--- src/rtl/pipeline_controller_if.sv ---
// Handshake bundle between the pipeline datapath and its hazard/stall controller.
interface pipeline_controller_if #(
   parameter int CNT_W = 16
);
   logic             ihit;
   logic             dhit;
   logic             mem_dren;
   logic             mem_dwen;
   logic             halt_req;
   logic             ex_redirect;
   logic             ex_memread;
   logic [4:0]       ex_rt;
   logic [4:0]       id_rs;
   logic [4:0]       id_rt;
   logic             id_uses_rt;

   logic             pc_en;
   logic             ifid_en;
   logic             idex_en;
   logic             exmem_en;
   logic             memwb_en;
   logic             ifid_flush;
   logic             idex_flush;
   logic             halt;
   logic [1:0]       state;
   logic [CNT_W-1:0] stall_cnt;
   logic [CNT_W-1:0] flush_cnt;

   // Datapath side: reports pipeline status, consumes enables and flushes.
   modport master (
      output ihit, dhit, mem_dren, mem_dwen, halt_req, ex_redirect,
             ex_memread, ex_rt, id_rs, id_rt, id_uses_rt,
      input  pc_en, ifid_en, idex_en, exmem_en, memwb_en,
             ifid_flush, idex_flush, halt, state, stall_cnt, flush_cnt
   );

   // Controller side.
   modport slave (
      input  ihit, dhit, mem_dren, mem_dwen, halt_req, ex_redirect,
             ex_memread, ex_rt, id_rs, id_rt, id_uses_rt,
      output pc_en, ifid_en, idex_en, exmem_en, memwb_en,
             ifid_flush, idex_flush, halt, state, stall_cnt, flush_cnt
   );
endinterface

--- src/rtl/pipeline_controller.sv ---
// Five-stage pipeline hazard controller: memory freeze, redirect squash,
// load-use stall, fetch miss bubble and halt, with saturating event counters.
module pipeline_controller #(
   parameter int CNT_W = 16
) (
   input logic                  clk,
   input logic                  rst,
   pipeline_controller_if.slave bus
);

   typedef enum logic [1:0] {
      RUN     = 2'd0,
      DWAIT   = 2'd1,
      LUSTALL = 2'd2,
      HALTED  = 2'd3
   } state_t;

   state_t           state_q;
   state_t           state_d;
   logic             halt_q;
   logic [CNT_W-1:0] stall_cnt_q;
   logic [CNT_W-1:0] flush_cnt_q;

   logic             freeze;
   logic             loaduse;
   logic             sel_redirect;

   logic             pc_en;
   logic             ifid_en;
   logic             idex_en;
   logic             exmem_en;
   logic             memwb_en;
   logic             ifid_flush;
   logic             idex_flush;

   // Counter increment that sticks at all-ones instead of wrapping.
   function automatic logic [CNT_W-1:0] sat_inc(input logic [CNT_W-1:0] v);
      if (&v) return v;
      return v + 1'b1;
   endfunction

   assign freeze  = (bus.mem_dren | bus.mem_dwen) & ~bus.dhit;
   // A load into $0 never produces a value, so it cannot create a hazard.
   assign loaduse = bus.ex_memread & (bus.ex_rt != 5'd0) &
                    ((bus.ex_rt == bus.id_rs) |
                     (bus.id_uses_rt & (bus.ex_rt == bus.id_rt)));

   // State register: control state, halt flag and event counters.
   always_ff @(posedge clk) begin
      if (rst) begin
         state_q     <= RUN;
         halt_q      <= 1'b0;
         stall_cnt_q <= '0;
         flush_cnt_q <= '0;
      end else begin
         state_q <= state_d;
         halt_q  <= (state_d == HALTED);
         if (state_q != HALTED && !pc_en) stall_cnt_q <= sat_inc(stall_cnt_q);
         if (sel_redirect)                flush_cnt_q <= sat_inc(flush_cnt_q);
      end
   end

   // Next-state: same transition function from every non-halted state.
   always_comb begin
      state_d = state_q;
      if (state_q != HALTED) begin
         if (bus.halt_req)                    state_d = HALTED;
         else if (freeze)                     state_d = DWAIT;
         else if (loaduse && !bus.ex_redirect) state_d = LUSTALL;
         else                                 state_d = RUN;
      end
   end

   // Output decode: priority halt_req > freeze > redirect > loaduse > fetch miss.
   always_comb begin
      pc_en        = 1'b0;
      ifid_en      = 1'b0;
      idex_en      = 1'b0;
      exmem_en     = 1'b0;
      memwb_en     = 1'b0;
      ifid_flush   = 1'b0;
      idex_flush   = 1'b0;
      sel_redirect = 1'b0;
      if (!rst && state_q != HALTED) begin
         if (bus.halt_req) begin
            // Let the halt instruction retire; everything behind it stops.
            memwb_en = 1'b1;
         end else if (freeze) begin
            // Whole pipe holds until the data access completes.
         end else if (bus.ex_redirect) begin
            sel_redirect = 1'b1;
            pc_en        = 1'b1;
            ifid_en      = 1'b1;
            idex_en      = 1'b1;
            exmem_en     = 1'b1;
            memwb_en     = 1'b1;
            ifid_flush   = 1'b1;
            idex_flush   = 1'b1;
         end else if (loaduse) begin
            // Hold PC and IF/ID, inject a bubble into EX.
            idex_en    = 1'b1;
            idex_flush = 1'b1;
            exmem_en   = 1'b1;
            memwb_en   = 1'b1;
         end else if (!bus.ihit) begin
            // Hold PC, push a bubble into ID while the fetch finishes.
            ifid_en    = 1'b1;
            ifid_flush = 1'b1;
            idex_en    = 1'b1;
            exmem_en   = 1'b1;
            memwb_en   = 1'b1;
         end else begin
            pc_en    = 1'b1;
            ifid_en  = 1'b1;
            idex_en  = 1'b1;
            exmem_en = 1'b1;
            memwb_en = 1'b1;
         end
      end
   end

   assign bus.pc_en      = pc_en;
   assign bus.ifid_en    = ifid_en;
   assign bus.idex_en    = idex_en;
   assign bus.exmem_en   = exmem_en;
   assign bus.memwb_en   = memwb_en;
   assign bus.ifid_flush = ifid_flush;
   assign bus.idex_flush = idex_flush;
   assign bus.halt       = halt_q;
   assign bus.state      = state_q;
   assign bus.stall_cnt  = stall_cnt_q;
   assign bus.flush_cnt  = flush_cnt_q;

endmodule

--- src/flat_wrapper.sv ---
// flat-port wrapper written by rule: the top's interface ports become plain ports
module pipeline_controller_flat 
#(
   parameter int CNT_W = 16
)
  (clk, rst, bus_ihit, bus_dhit, bus_mem_dren, bus_mem_dwen, bus_halt_req, bus_ex_redirect, bus_ex_memread, bus_ex_rt, bus_id_rs, bus_id_rt, bus_id_uses_rt, bus_pc_en, bus_ifid_en, bus_idex_en, bus_exmem_en, bus_memwb_en, bus_ifid_flush, bus_idex_flush, bus_halt, bus_state, bus_stall_cnt, bus_flush_cnt);
  pipeline_controller_if #(.CNT_W(CNT_W)) bus_i ();
  input logic clk;
  input logic rst;
  input wire logic [$bits(bus_i.ihit)-1:0] bus_ihit;
  input wire logic [$bits(bus_i.dhit)-1:0] bus_dhit;
  input wire logic [$bits(bus_i.mem_dren)-1:0] bus_mem_dren;
  input wire logic [$bits(bus_i.mem_dwen)-1:0] bus_mem_dwen;
  input wire logic [$bits(bus_i.halt_req)-1:0] bus_halt_req;
  input wire logic [$bits(bus_i.ex_redirect)-1:0] bus_ex_redirect;
  input wire logic [$bits(bus_i.ex_memread)-1:0] bus_ex_memread;
  input wire logic [$bits(bus_i.ex_rt)-1:0] bus_ex_rt;
  input wire logic [$bits(bus_i.id_rs)-1:0] bus_id_rs;
  input wire logic [$bits(bus_i.id_rt)-1:0] bus_id_rt;
  input wire logic [$bits(bus_i.id_uses_rt)-1:0] bus_id_uses_rt;
  output wire logic [$bits(bus_i.pc_en)-1:0] bus_pc_en;
  output wire logic [$bits(bus_i.ifid_en)-1:0] bus_ifid_en;
  output wire logic [$bits(bus_i.idex_en)-1:0] bus_idex_en;
  output wire logic [$bits(bus_i.exmem_en)-1:0] bus_exmem_en;
  output wire logic [$bits(bus_i.memwb_en)-1:0] bus_memwb_en;
  output wire logic [$bits(bus_i.ifid_flush)-1:0] bus_ifid_flush;
  output wire logic [$bits(bus_i.idex_flush)-1:0] bus_idex_flush;
  output wire logic [$bits(bus_i.halt)-1:0] bus_halt;
  output wire logic [$bits(bus_i.state)-1:0] bus_state;
  output wire logic [$bits(bus_i.stall_cnt)-1:0] bus_stall_cnt;
  output wire logic [$bits(bus_i.flush_cnt)-1:0] bus_flush_cnt;
  assign bus_i.ihit = bus_ihit;
  assign bus_i.dhit = bus_dhit;
  assign bus_i.mem_dren = bus_mem_dren;
  assign bus_i.mem_dwen = bus_mem_dwen;
  assign bus_i.halt_req = bus_halt_req;
  assign bus_i.ex_redirect = bus_ex_redirect;
  assign bus_i.ex_memread = bus_ex_memread;
  assign bus_i.ex_rt = bus_ex_rt;
  assign bus_i.id_rs = bus_id_rs;
  assign bus_i.id_rt = bus_id_rt;
  assign bus_i.id_uses_rt = bus_id_uses_rt;
  assign bus_pc_en = bus_i.pc_en;
  assign bus_ifid_en = bus_i.ifid_en;
  assign bus_idex_en = bus_i.idex_en;
  assign bus_exmem_en = bus_i.exmem_en;
  assign bus_memwb_en = bus_i.memwb_en;
  assign bus_ifid_flush = bus_i.ifid_flush;
  assign bus_idex_flush = bus_i.idex_flush;
  assign bus_halt = bus_i.halt;
  assign bus_state = bus_i.state;
  assign bus_stall_cnt = bus_i.stall_cnt;
  assign bus_flush_cnt = bus_i.flush_cnt;
  pipeline_controller #(.CNT_W(CNT_W)) u_core (.clk(clk), .rst(rst), .bus(bus_i));
endmodule
--- config.mk ---
export PLATFORM = sky130hd
export DESIGN_NAME = pipeline_controller_flat
export DESIGN_NICKNAME = d
export VERILOG_FILES = /design/src/rtl/pipeline_controller_if.sv /design/src/rtl/pipeline_controller.sv /design/src/flat_wrapper.sv
export SDC_FILE = /design/constraint.sdc
export NUM_CORES = 1
export LEC_CHECK = 0
export CORE_MARGIN = 2
export CORE_UTILIZATION = 45
export DETAILED_ROUTE_END_ITERATION = 10
export PLACE_DENSITY = 0.83
export SLEW_MARGIN = 30
export SYNTH_ARGS = -nofsm -noshare
export SYNTH_HDL_FRONTEND = slang
export SYNTH_SLANG_ARGS = --single-unit
--- constraint.sdc ---
create_clock -name clk -period 6.9 [get_ports clk]
set_clock_uncertainty 0.1 [all_clocks]
set_input_delay 1.38 -clock clk [delete_from_list [all_inputs] [get_ports clk]]
set_output_delay 1.38 -clock clk [all_outputs]
set_load 0.05 [all_outputs]
==> results.py <==
metrics = {
    "drt": {
        "drc": 0,
        "drtIter0Drc": 125,
        "viasPerCell": 5.47,
        "wl_mm": 4.41,
        "detail-route-antenna-nets": 0,
        "wl_per_cell_um": 13.3,
        "vias": 1809,
        "firstDrtPassIters": 4,
    },
    "clock_network": {
        "cts_tree": "done",
        "cts_max_path_buffers": 2,
        "cts_resized": 0,
        "hold_buffers": 0,
        "path_clk_slew_ps": 70,
        "cts.sinks": 35,
        "post_cts.repair.setup_buffers": 0,
        "numCtsBuffers": 5,
        "htreeDepth": 2,
        "insertion_delay_ps": 280,
        "clockRootBuffer": "clkbuf_8",
    },
    "grt": {
        "antenna_found_initial": 0,
        "grt_max_degree": 39,
        "gr-total-overflow": 0,
        "grt_pass1_wl_mm": 7.47,
        "grt_pass1_vias": 1680,
        "track_usage_pct": 20.9,
    },
    "timing": {
        "fmax_mhz": 187,
        "post-route-min-period_ps": 5360,
        "period_share_pct": 77.7,
        "fin_setup_tns_ps": 0,
        "slew_headroom_pct": 59.1,
        "finalMaxSlewViolations": 0,
        "finalHoldViolCount": 0,
        "tightest_slew_ps": 612,
        "finalWorstSetupSlack_ps": 1540,
        "rsz0062_at_grt": "false",
        "finalSetupViolations": 0,
    },
    "synthesis": {
        "yosys.area_share.adder_pct": 1.34,
        "synth_cells": 215,
        "synth_xor_area_share_pct": 10.8,
        "ys_seq_elements": 35,
        "synth_nets": 242,
        "async_reset_ff_share_pct": 0,
        "ys_warn_count": 0,
        "synth_simple_gate_area_share_pct": 27.6,
        "synth_compound_area_share_pct": 15.6,
        "ys_seq_area_share_pct": 37.7,
        "synth_edf_count": 0,
        "dominantRegCellSynth": "dfxtp_1",
        "ys_types": 40,
        "synthMuxAreaShare_pct": 1.68,
        "synth.avg_cell_area_um2": 8.65,
        "syn_area_mm2": 0.00186,
        "synth_top_family_by_area": "simple AND/OR/NAND/NOR gates",
    },
    "power": {
        "ir_drop_mv": 0.159,
        "p_leak_nw": 0.904,
        "pwr_density_cell_mw_per_mm2": 171,
    },
    "place": {
        "place_hpwl_mm": 3.23,
        "dpl_worst_slack_ps": 1550,
        "gp_congestion": 0.845,
        "io_buffer_count": 66,
    },
    "cells_and_area": {
        "syn2layout_area_growth_pct": 41.0,
        "n_fill_cell": 340,
        "layout_commonest_cell": "clkdlybuf4s50_1",
        "multi_input_area_mm2": 0.00107,
        "n_antenna_cell": 0,
        "final-seq-area_um2": 701,
        "drive_gt1_share_pct": 8.19,
        "final_nets": 307,
        "final_cell_mix": "clkdlybuf4s50_1, dfxtp_1, nor2_1",
    },
    "floorplanning": {
        "die_h_um": 68.3,
        "die-area_mm2": 0.00466,
        "io_pins": 67,
        "core_mm2": 0.00400,
        "initial_core_util_pct": 46.5,
        "fp.dieW_um": 68.3,
        "fp-row-count": 23,
    },
    "status": {
        "status": "complete, no violations",
    },
    "setup_path": {
        "critPathKind": "input port to output pin",
        "worstPathMaxFanout": 3,
        "cp_slowest_cell": "clkdlybuf4s50_1",
        "crit_path_frequent_cell": "clkdlybuf4s50_1",
        "r2r_slack_ps": 4500,
        "cp.arrival_ps": 3880,
        "startpoint_type": "input port",
        "path_cells": "clkdlybuf4s50_1 -> xor2_1 -> nor4_2 -> a32oi_1 -> or2_2 -> a21boi_0 -> clkdlybuf4s50_1",
        "required_ps": 5420,
        "endpoint_kind": "output pin",
        "max_stage_delay_ps": 820,
    },
    "worst_hold_path": {
        "hold_path.class": "register to register",
    },
    "run": {
        "cap_violations": 0,
    },
}
==> worst paths after layout <==
path / start / to / cells after the start
setup / recovery: bus_ex_rt[4] / bus_idex_flush / 7
hold / removal: u_core.bus.stall_cnt[8] / u_core.bus.stall_cnt[8] / 2
setup reg to reg: u_core.bus.state[0] / u_core.bus.stall_cnt[10] / 7
hold reg to reg: u_core.bus.stall_cnt[8] / u_core.bus.stall_cnt[8] / 2
==> worst max-delay path, delay by kind of cell <==
family,cells,cell delay (ps)
XOR/XNOR,1,210
AO/OA/AOI/OAI,2,370
AND/OR/NAND/NOR,2,620
buffers and inverters,2,1290
==> Yosys cell counts, types with 2 or more instances <==
master     n  area share [%]
dfxtp_1   35              38
nor2_1    25             5.0
a21oi_1   19             5.1
xor2_1    17             8.0
nand2_1   13             2.6
nand3_1   10             2.7
o21ai_0   10             2.7
nand4_1    8             2.7
and3_1     7             2.4
or4_1      7             2.8
inv_1      6             1.2
o31ai_1    6             2.4
xnor2_1    6             2.8
or3_1      5             1.7
or3_2      4             1.6
clkbuf_1   3            0.61
nor3_1     3            0.81
a32oi_1    2            0.94
and4_1     2            0.94
buf_4      2            0.81
buf_6      2             1.2
clkbuf_8   2             1.5
ha_1       2             1.3
mux2i_1    2             1.1
o21ai_2    2            0.94
==> final cells by class <==
| type | instances | share of cell area (%) |
|---|---|---|
| Clock buffer | 8 | 3.82 |
| Inverter | 6 | 0.859 |
| Multi-Input combinational cell | 165 | 40.7 |
| Sequential cell | 35 | 26.7 |
| Tap cell | 50 | 2.39 |
| Timing Repair Buffer | 67 | 25.5 |
==> power breakdown <==
| part | internal (W) | switching (W) | total [W] |
|---|---|---|---|
| Clock | 0.0000911 | 0.0000684 | 0.000159 |
| Combinational | 0.0000317 | 0.0000461 | 0.0000778 |
| Sequential | 0.000206 | 0.00000644 | 0.000212 |
==> layer usage <==
metal	part of all wire, %	GRT usage (%)
met5	0	0
met4	1.5	7.50
met3	4.6	4.61
met2	50	36.9
met1	44	24.7
==> state kept, by name, indices dropped and copies added (netlist names) <==
signal and cells:
u_core.bus.flush_cnt 16, u_core.bus.halt 1, u_core.bus.stall_cnt 16, u_core.bus.state 2
==> metrics by stage <==
step           hold slack, ps  instance area [um^2]  util (%)  power (W)  cells
5_1_grt                   422                  2620      65.6   0.000469    331
3_5_place_dp              386                  2510      62.9   0.000294    323
2_1_floorplan             609                  1860         -   0.000264    215
6_report                  396                  2620      65.6   0.000450    331
3_3_place_gp              380                  2510      62.9   0.000293    323
4_1_cts                   396                  2620      65.4   0.000455    331
==> logic make-up after synthesis <==
group / after synthesis
flops: 35
simple gates: 93
xor+xnor: 23
compound gates: 44
mux: 3
buf+inv: 15
fa+ha+maj: 2
Note: power is estimated with default switching activity, not from simulation.
